===== src/rtl/disk_nibble_writer_if.sv =====
// ============================================================================
// disk_nibble_writer_if : track-buffer write port (request/address/data/ack)
// Rev 1.0
// ============================================================================
`default_nettype none

interface disk_nibble_writer_if #(
  parameter int POS_WIDTH = 13
) ();
  logic                 wr_req_o;
  logic [POS_WIDTH-1:0] wr_addr_o;
  logic [7:0]           wr_data_o;
  logic                 wr_ack_i;

  modport master (
    output wr_req_o,
    output wr_addr_o,
    output wr_data_o,
    input  wr_ack_i
  );

  modport slave (
    input  wr_req_o,
    input  wr_addr_o,
    input  wr_data_o,
    output wr_ack_i
  );
endinterface

`default_nettype wire


===== src/rtl/disk_nibble_writer.sv =====
// ============================================================================
// disk_nibble_writer : Disk II write path, timed nibble commits into track buffer
// Rev 1.0
// ============================================================================
`default_nettype none

module disk_nibble_writer #(
  parameter int TRACK_LEN  = 6656,
  parameter int POS_WIDTH  = 13,
  parameter int SLOT_US    = 32,
  parameter int FIFO_DEPTH = 4
) (
  input  wire logic                 clk_logic,
  input  wire logic                 system_reset_n,
  input  wire logic                 us_tick_i,
  input  wire logic                 drive_active_i,
  input  wire logic                 write_mode_i,
  input  wire logic                 write_reg_i,
  input  wire logic [7:0]           data_i,
  input  wire logic [POS_WIDTH-1:0] track_pos_i,
  disk_nibble_writer_if.master      wr_port,
  output logic [POS_WIDTH-1:0]      pos_o,
  output logic                      write_active_o,
  output logic                      dirty_o,
  input  wire logic                 dirty_clr_i,
  output logic                      underrun_o,
  output logic                      overflow_o
);

  localparam int c_slot_w = $clog2(SLOT_US);
  localparam int c_ptr_w  = $clog2(FIFO_DEPTH);

  localparam logic [1:0] c_st_idle    = 2'd0;
  localparam logic [1:0] c_st_writing = 2'd1;
  localparam logic [1:0] c_st_flush   = 2'd2;

  logic [1:0]             r_state;
  logic [POS_WIDTH-1:0]   r_pos;
  logic [c_slot_w-1:0]    r_slot;
  logic [7:0]             r_latch;
  logic                   r_pending;
  logic                   r_dirty;
  logic                   r_underrun;
  logic                   r_overflow;
  logic [POS_WIDTH+7:0]   r_mem [FIFO_DEPTH];
  logic [c_ptr_w:0]       r_wr_ptr;
  logic [c_ptr_w:0]       r_rd_ptr;

  logic                   w_go;
  logic                   w_cell_end;
  logic [POS_WIDTH-1:0]   w_pos_next;
  logic                   w_push;
  logic                   w_empty;
  logic                   w_full;
  logic                   w_pop;
  logic                   w_accept;
  logic                   w_drop;
  logic [POS_WIDTH+7:0]   w_head;

  assign w_go       = write_mode_i & drive_active_i;
  assign w_cell_end = (r_state == c_st_writing) & w_go & us_tick_i &
                      (r_slot == c_slot_w'(SLOT_US - 1));
  assign w_pos_next = (r_pos == POS_WIDTH'(TRACK_LEN - 1)) ? '0 : r_pos + POS_WIDTH'(1);
  assign w_push     = r_pending & (w_cell_end | (r_state == c_st_flush));

  // Pointers carry one extra wrap bit so full and empty are distinguishable.
  assign w_empty  = (r_wr_ptr == r_rd_ptr);
  assign w_full   = (r_wr_ptr[c_ptr_w] != r_rd_ptr[c_ptr_w]) &&
                    (r_wr_ptr[c_ptr_w-1:0] == r_rd_ptr[c_ptr_w-1:0]);
  assign w_pop    = ~w_empty & wr_port.wr_ack_i;
  assign w_accept = w_push & (~w_full | w_pop);
  assign w_drop   = w_push & w_full & ~w_pop;
  assign w_head   = r_mem[r_rd_ptr[c_ptr_w-1:0]];

  assign wr_port.wr_req_o  = ~w_empty;
  assign wr_port.wr_addr_o = w_empty ? '0 : w_head[POS_WIDTH+7:8];
  assign wr_port.wr_data_o = w_empty ? '0 : w_head[7:0];

  assign pos_o          = r_pos;
  assign write_active_o = (r_state == c_st_writing);
  assign dirty_o        = r_dirty;
  assign underrun_o     = r_underrun;
  assign overflow_o     = r_overflow;

  always_ff @(posedge clk_logic or negedge system_reset_n) begin
    if (!system_reset_n) begin
      r_state    <= c_st_idle;
      r_pos      <= '0;
      r_slot     <= '0;
      r_latch    <= '0;
      r_pending  <= 1'b0;
      r_underrun <= 1'b0;
      r_overflow <= 1'b0;
    end else begin
      case (r_state)
        c_st_idle: begin
          if (w_go) begin
            r_state    <= c_st_writing;
            r_pos      <= track_pos_i;
            r_slot     <= '0;
            r_pending  <= 1'b0;
            r_underrun <= 1'b0;
            r_overflow <= 1'b0;
          end
        end
        c_st_writing: begin
          if (!w_go) begin
            r_state <= c_st_flush;
          end else if (us_tick_i) begin
            r_slot <= w_cell_end ? '0 : r_slot + c_slot_w'(1);
          end
          if (w_cell_end) begin
            r_pos     <= w_pos_next;
            r_pending <= 1'b0;
            if (!r_pending) r_underrun <= 1'b1;
          end
          // A store on the cell-end cycle becomes pending for the next cell.
          if (write_reg_i) begin
            r_latch   <= data_i;
            r_pending <= 1'b1;
          end
        end
        c_st_flush: begin
          if (r_pending) r_pos <= w_pos_next;
          r_pending <= 1'b0;
          r_state   <= c_st_idle;
        end
        default: r_state <= c_st_idle;
      endcase
      if (w_drop) r_overflow <= 1'b1;
    end
  end

  always_ff @(posedge clk_logic or negedge system_reset_n) begin
    if (!system_reset_n) begin
      r_wr_ptr <= '0;
      r_rd_ptr <= '0;
      r_dirty  <= 1'b0;
    end else begin
      if (w_accept)         r_wr_ptr <= r_wr_ptr + (c_ptr_w + 1)'(1);
      if (w_pop)            r_rd_ptr <= r_rd_ptr + (c_ptr_w + 1)'(1);
      if (w_accept)         r_dirty  <= 1'b1;
      else if (dirty_clr_i) r_dirty  <= 1'b0;
    end
  end

  always_ff @(posedge clk_logic) begin
    if (w_accept) r_mem[r_wr_ptr[c_ptr_w-1:0]] <= {r_pos, r_latch};
  end

endmodule

`default_nettype wire

===== src/flat_wrapper.sv =====
// flat-port wrapper written by rule: the top's interface ports become plain ports
module disk_nibble_writer_flat 
#(
  parameter int TRACK_LEN  = 6656,
  parameter int POS_WIDTH  = 13,
  parameter int SLOT_US    = 32,
  parameter int FIFO_DEPTH = 4
)
  (clk_logic, system_reset_n, us_tick_i, drive_active_i, write_mode_i, write_reg_i, data_i, track_pos_i, pos_o, write_active_o, dirty_o, dirty_clr_i, underrun_o, overflow_o, wr_port_wr_req_o, wr_port_wr_addr_o, wr_port_wr_data_o, wr_port_wr_ack_i);
  disk_nibble_writer_if #(.POS_WIDTH(POS_WIDTH)) wr_port_i ();
  input  wire logic clk_logic;
  input  wire logic system_reset_n;
  input  wire logic us_tick_i;
  input  wire logic drive_active_i;
  input  wire logic write_mode_i;
  input  wire logic write_reg_i;
  input  wire logic [7:0] data_i;
  input  wire logic [POS_WIDTH-1:0] track_pos_i;
  output logic [POS_WIDTH-1:0] pos_o;
  output logic write_active_o;
  output logic dirty_o;
  input  wire logic dirty_clr_i;
  output logic underrun_o;
  output logic overflow_o;
  output wire logic [$bits(wr_port_i.wr_req_o)-1:0] wr_port_wr_req_o;
  output wire logic [$bits(wr_port_i.wr_addr_o)-1:0] wr_port_wr_addr_o;
  output wire logic [$bits(wr_port_i.wr_data_o)-1:0] wr_port_wr_data_o;
  input wire logic [$bits(wr_port_i.wr_ack_i)-1:0] wr_port_wr_ack_i;
  assign wr_port_wr_req_o = wr_port_i.wr_req_o;
  assign wr_port_wr_addr_o = wr_port_i.wr_addr_o;
  assign wr_port_wr_data_o = wr_port_i.wr_data_o;
  assign wr_port_i.wr_ack_i = wr_port_wr_ack_i;
  disk_nibble_writer #(.TRACK_LEN(TRACK_LEN), .POS_WIDTH(POS_WIDTH), .SLOT_US(SLOT_US), .FIFO_DEPTH(FIFO_DEPTH)) u_core (.clk_logic(clk_logic), .system_reset_n(system_reset_n), .us_tick_i(us_tick_i), .drive_active_i(drive_active_i), .write_mode_i(write_mode_i), .write_reg_i(write_reg_i), .data_i(data_i), .track_pos_i(track_pos_i), .wr_port(wr_port_i), .pos_o(pos_o), .write_active_o(write_active_o), .dirty_o(dirty_o), .dirty_clr_i(dirty_clr_i), .underrun_o(underrun_o), .overflow_o(overflow_o));
endmodule

===== config.mk =====
export PLATFORM = sky130hd
export DESIGN_NAME = disk_nibble_writer_flat
export DESIGN_NICKNAME = d
export VERILOG_FILES = /design/src/rtl/disk_nibble_writer_if.sv /design/src/rtl/disk_nibble_writer.sv /design/src/flat_wrapper.sv
export SDC_FILE = /design/constraint.sdc
export NUM_CORES = 1
export LEC_CHECK = 0
export CAP_MARGIN = 25
export CORE_MARGIN = 1.5
export CORE_UTILIZATION = 55
export CTS_CLUSTER_SIZE = 24
export DETAILED_ROUTE_END_ITERATION = 8
export PLACE_DENSITY = 0.79
export SYNTH_ARGS = -nofsm -noshare
export SYNTH_HDL_FRONTEND = slang
export SYNTH_SLANG_ARGS = --single-unit

===== constraint.sdc =====
create_clock -name clk_logic -period 4.45 [get_ports clk_logic]
set_clock_uncertainty 0.05 [all_clocks]
set_input_delay 0.89 -clock clk_logic [delete_from_list [all_inputs] [get_ports clk_logic]]
set_output_delay 0.89 -clock clk_logic [all_outputs]
set_load 0.02 [all_outputs]

==> results.sh, run 1 <==
export IMPL_cp_cell_sequence="xor2_1, nor2_1, nand2_1, and2_1, clkdlybuf4s50_1"
export IMPL_root_buffer="clkbuf_8"
export IMPL_drive_gt1_share_pct=17.12
export IMPL_rsz0062_at_grt="false"
export IMPL_layout_min_cycle_time_ps=4004
export IMPL_hold_buffers=0
export IMPL_path_delay_family="simple AND/OR/NAND/NOR gates"
export IMPL_ir_drop_v=0.0004792
export IMPL_antenna_found_initial=0
export IMPL_arrival_ps=3060
export IMPL_cts_sinks=122
export IMPL_syn_nets=389
export IMPL_leakage_nw=2.492
export IMPL_synthCells=346
export IMPL_ctsResizeCount=0
export IMPL_drc=0
export IMPL_antenna_cells=0
export IMPL_core_area_mm2=0.009284
export IMPL_track_usage_pct=24.38
export IMPL_fmax_mhz=249.7
export IMPL_die_area_mm2=0.01018
export IMPL_dp_hpwl_mm=6.481
export IMPL_row_count=35
export IMPL_hold_path_class="register to register"
export IMPL_drtIter0Drc=190
export IMPL_area_delta_synth_final_pct=28.33
export IMPL_place_gp_congestion=0.8371
export IMPL_maxCapViolCount=0
export IMPL_syn_avg_cell_area_um2=15.24
export IMPL_dieHeight_um=100.9
export IMPL_postCtsSetupBuffers=0
export IMPL_async_reset_ff_share_pct=31.15
export IMPL_die_w_um=100.9
export IMPL_ys_seq_area_share_pct=65.88
export IMPL_routed_wl_mm=11.23
export IMPL_tns_ps=0
export IMPL_cpPeakStageDelay_ps=780
export IMPL_critPathMaxFanout=24
export IMPL_portBuffers=67
export IMPL_clkLatencyLatePin_ps=530
export IMPL_fillerInstances=584
export IMPL_grt_max_degree=39
export IMPL_wl_per_cell_um=19.81
export IMPL_cts_made_buffers=17
export IMPL_synthesis_area_mm2=0.005273
export IMPL_final_util_pct=72.88
export IMPL_ioPinCount=68
export IMPL_vias_per_cell=5.799
export IMPL_crit_type="register to output port"
export IMPL_netlist_cell_type_count=45
export IMPL_clk_path_buf_depth=2
export IMPL_ys_warn_count=0
export IMPL_cp_slowest_cell="dfrtp_1"
export IMPL_grt_pass1_wl_mm=17.92
export IMPL_synth_ff_type="edfxtp_1"
export IMPL_slew_headroom_pct=40.05
export IMPL_crit_path_end_kind="output port"
export IMPL_slew_viol_final=0
export IMPL_clk_pin_slew_ps=60
export IMPL_grt_pass1_vias=3386
export IMPL_status="completed"
export IMPL_cts_tree="yes"
export IMPL_final_common_cell="edfxtp_1"
export IMPL_worst_pin_slew_ps=899.2
export IMPL_nets=468
export IMPL_drtPass1Iterations=5
export IMPL_setup_violations=0
export IMPL_worstSetupStartpointType="register"
export IMPL_cp_required_ps=3510
export IMPL_h_tree_depth=4
export IMPL_vias=3288
export IMPL_synth_seq_cells=122
export IMPL_min_period_over_period_pct=89.98
export IMPL_power_density_mw_per_mm2=799.1
export IMPL_synth_edf_count=84
export IMPL_postRouteAntennaNets=0
export IMPL_final_cell_mix="edfxtp_1, clkdlybuf4s50_1, dfrtp_1"
export IMPL_critPathBufInv=1
export IMPL_grt_overflow=0
export IMPL_hold_viol=0
export IMPL_finalPower_mw=5.407
export IMPL_start_util_pct=56.79
per-stage QoR:
step / area, µm² / setup WS (ps) / hold WS [ps] / std cells
6_report: 6766 / 446.0 / 434.1 / 567
3_5_place_dp: 6087 / 990.0 / 420.0 / 535
3_3_place_gp: 6087 / 1034 / 407.1 / 535
2_1_floorplan: 5273 / 1946 / 411.7 / 346
4_1_cts: 6766 / 358.7 / 439.8 / 567
5_1_grt: 6766 / 202.2 / 461.0 / 567
synthesized netlist by cell type (2+ instances only):
| cell | instances | area [µm²] |
|---|---|---|
| edfxtp_1 | 84 | 2522 |
| dfrtp_1 | 38 | 950.9 |
| and2_1 | 26 | 162.7 |
| nand2_1 | 23 | 86.33 |
| mux4_2 | 21 | 473.0 |
| ha_1 | 14 | 175.2 |
| a21oi_1 | 13 | 65.06 |
| nand3_1 | 13 | 65.06 |
| o21ai_0 | 12 | 60.06 |
| mux2_2 | 11 | 123.9 |
| nor2_1 | 11 | 41.29 |
| inv_1 | 10 | 37.54 |
| buf_2 | 7 | 35.03 |
| clkbuf_1 | 6 | 22.52 |
| a2bb2oi_1 | 5 | 43.79 |
| nor3_1 | 5 | 25.02 |
| o22ai_1 | 4 | 25.02 |
| xnor2_1 | 4 | 35.03 |
| a31oi_1 | 3 | 18.77 |
| and3_1 | 3 | 18.77 |
| xor2_1 | 3 | 26.28 |
| a21boi_0 | 2 | 15.01 |
| a22o_1 | 2 | 17.52 |
| nor4_1 | 2 | 12.51 |
| o211ai_1 | 2 | 15.01 |
| o2bb2ai_1 | 2 | 17.52 |
| or3_1 | 2 | 12.51 |
sequential cells by signal (all words and copies together) (netlist names):
| signal | flops |
|---|---|
| u_core.r_slot | 5 |
| u_core.overflow_o | 1 |
| u_core.dirty_o | 1 |
| u_core.r_mem | 84 |
| u_core.underrun_o | 1 |
| u_core.r_latch | 8 |
| u_core.r_wr_ptr | 3 |
| u_core.r_pending | 1 |
| u_core.r_state | 2 |
| u_core.r_rd_ptr | 3 |
| u_core.pos_o | 13 |
worst paths after layout:
check / slack, ps / cells past startpoint / start / endpoint
setup / recovery: 450 / 5 / u_core.r_rd_ptr[0] / wr_port_wr_addr_o[10]
hold / removal: 430 / 2 / u_core.overflow_o / u_core.overflow_o
setup reg to reg: 1890 / 6 / u_core.r_state[1] / u_core.pos_o[9]
hold reg to reg: 430 / 2 / u_core.overflow_o / u_core.overflow_o
max in group asynchronous: 3340 / 1 / system_reset_n / u_core.r_rd_ptr[0]
min in group asynchronous: 440 / 1 / system_reset_n / u_core.pos_o[9]
power by group:
part           switching (mW)  leakage (nW)  internal, mW
clock network           0.507         0.322          1.06
logic                    1.05         0.956         0.980
registers               0.303          1.21          1.51
layer usage:
metal,track usage (%),up-vias,routed length (µm)
li1,-,1488,-
met1,30.99,1640,4600
met2,40.07,136,5761
met3,6.241,24,611
met4,10.47,0,256
met5,0,-,0
final cells by class:
cell class	instances	area [µm²]	area share, %
clock buffers	19	441.7	6.527
clock inverters	13	237.7	3.513
inverters	10	37.54	0.5547
multi-input cells	201	1704	25.18
flip-flops and latches	122	3473	51.33
well taps	129	161.4	2.385
repair buffers	73	710.7	10.50
worst reg2reg max path, cell delays in order (launching register included):
cell and delay, ps:
dfrtp_1 400, inv_1 130, ha_1 700, inv_1 360, a31o_2 380, o32a_1 300
o22ai_1 150
cells by family (layout without fill, tap and decap cells):
logic type	Yosys count	in the layout	share of synthesized area, %
adder cells (fa/ha/maj)	14	14	3.322
AO/OA/AOI/OAI	54	54	6.740
XOR/XNOR	7	7	1.163
multiplexers	33	33	11.51
buffers and inverters	23	115	1.803
AND/OR/NAND/NOR	93	93	9.587
flip-flops	122	122	65.88
Note: power is estimated with default switching activity, not from simulation.
==> inputs of run 2 (changes only) <==
- CAP_MARGIN: 25 -> 20
==> results of run 2 <==
Final layout, timing and power as in run 1 (identical DEF).
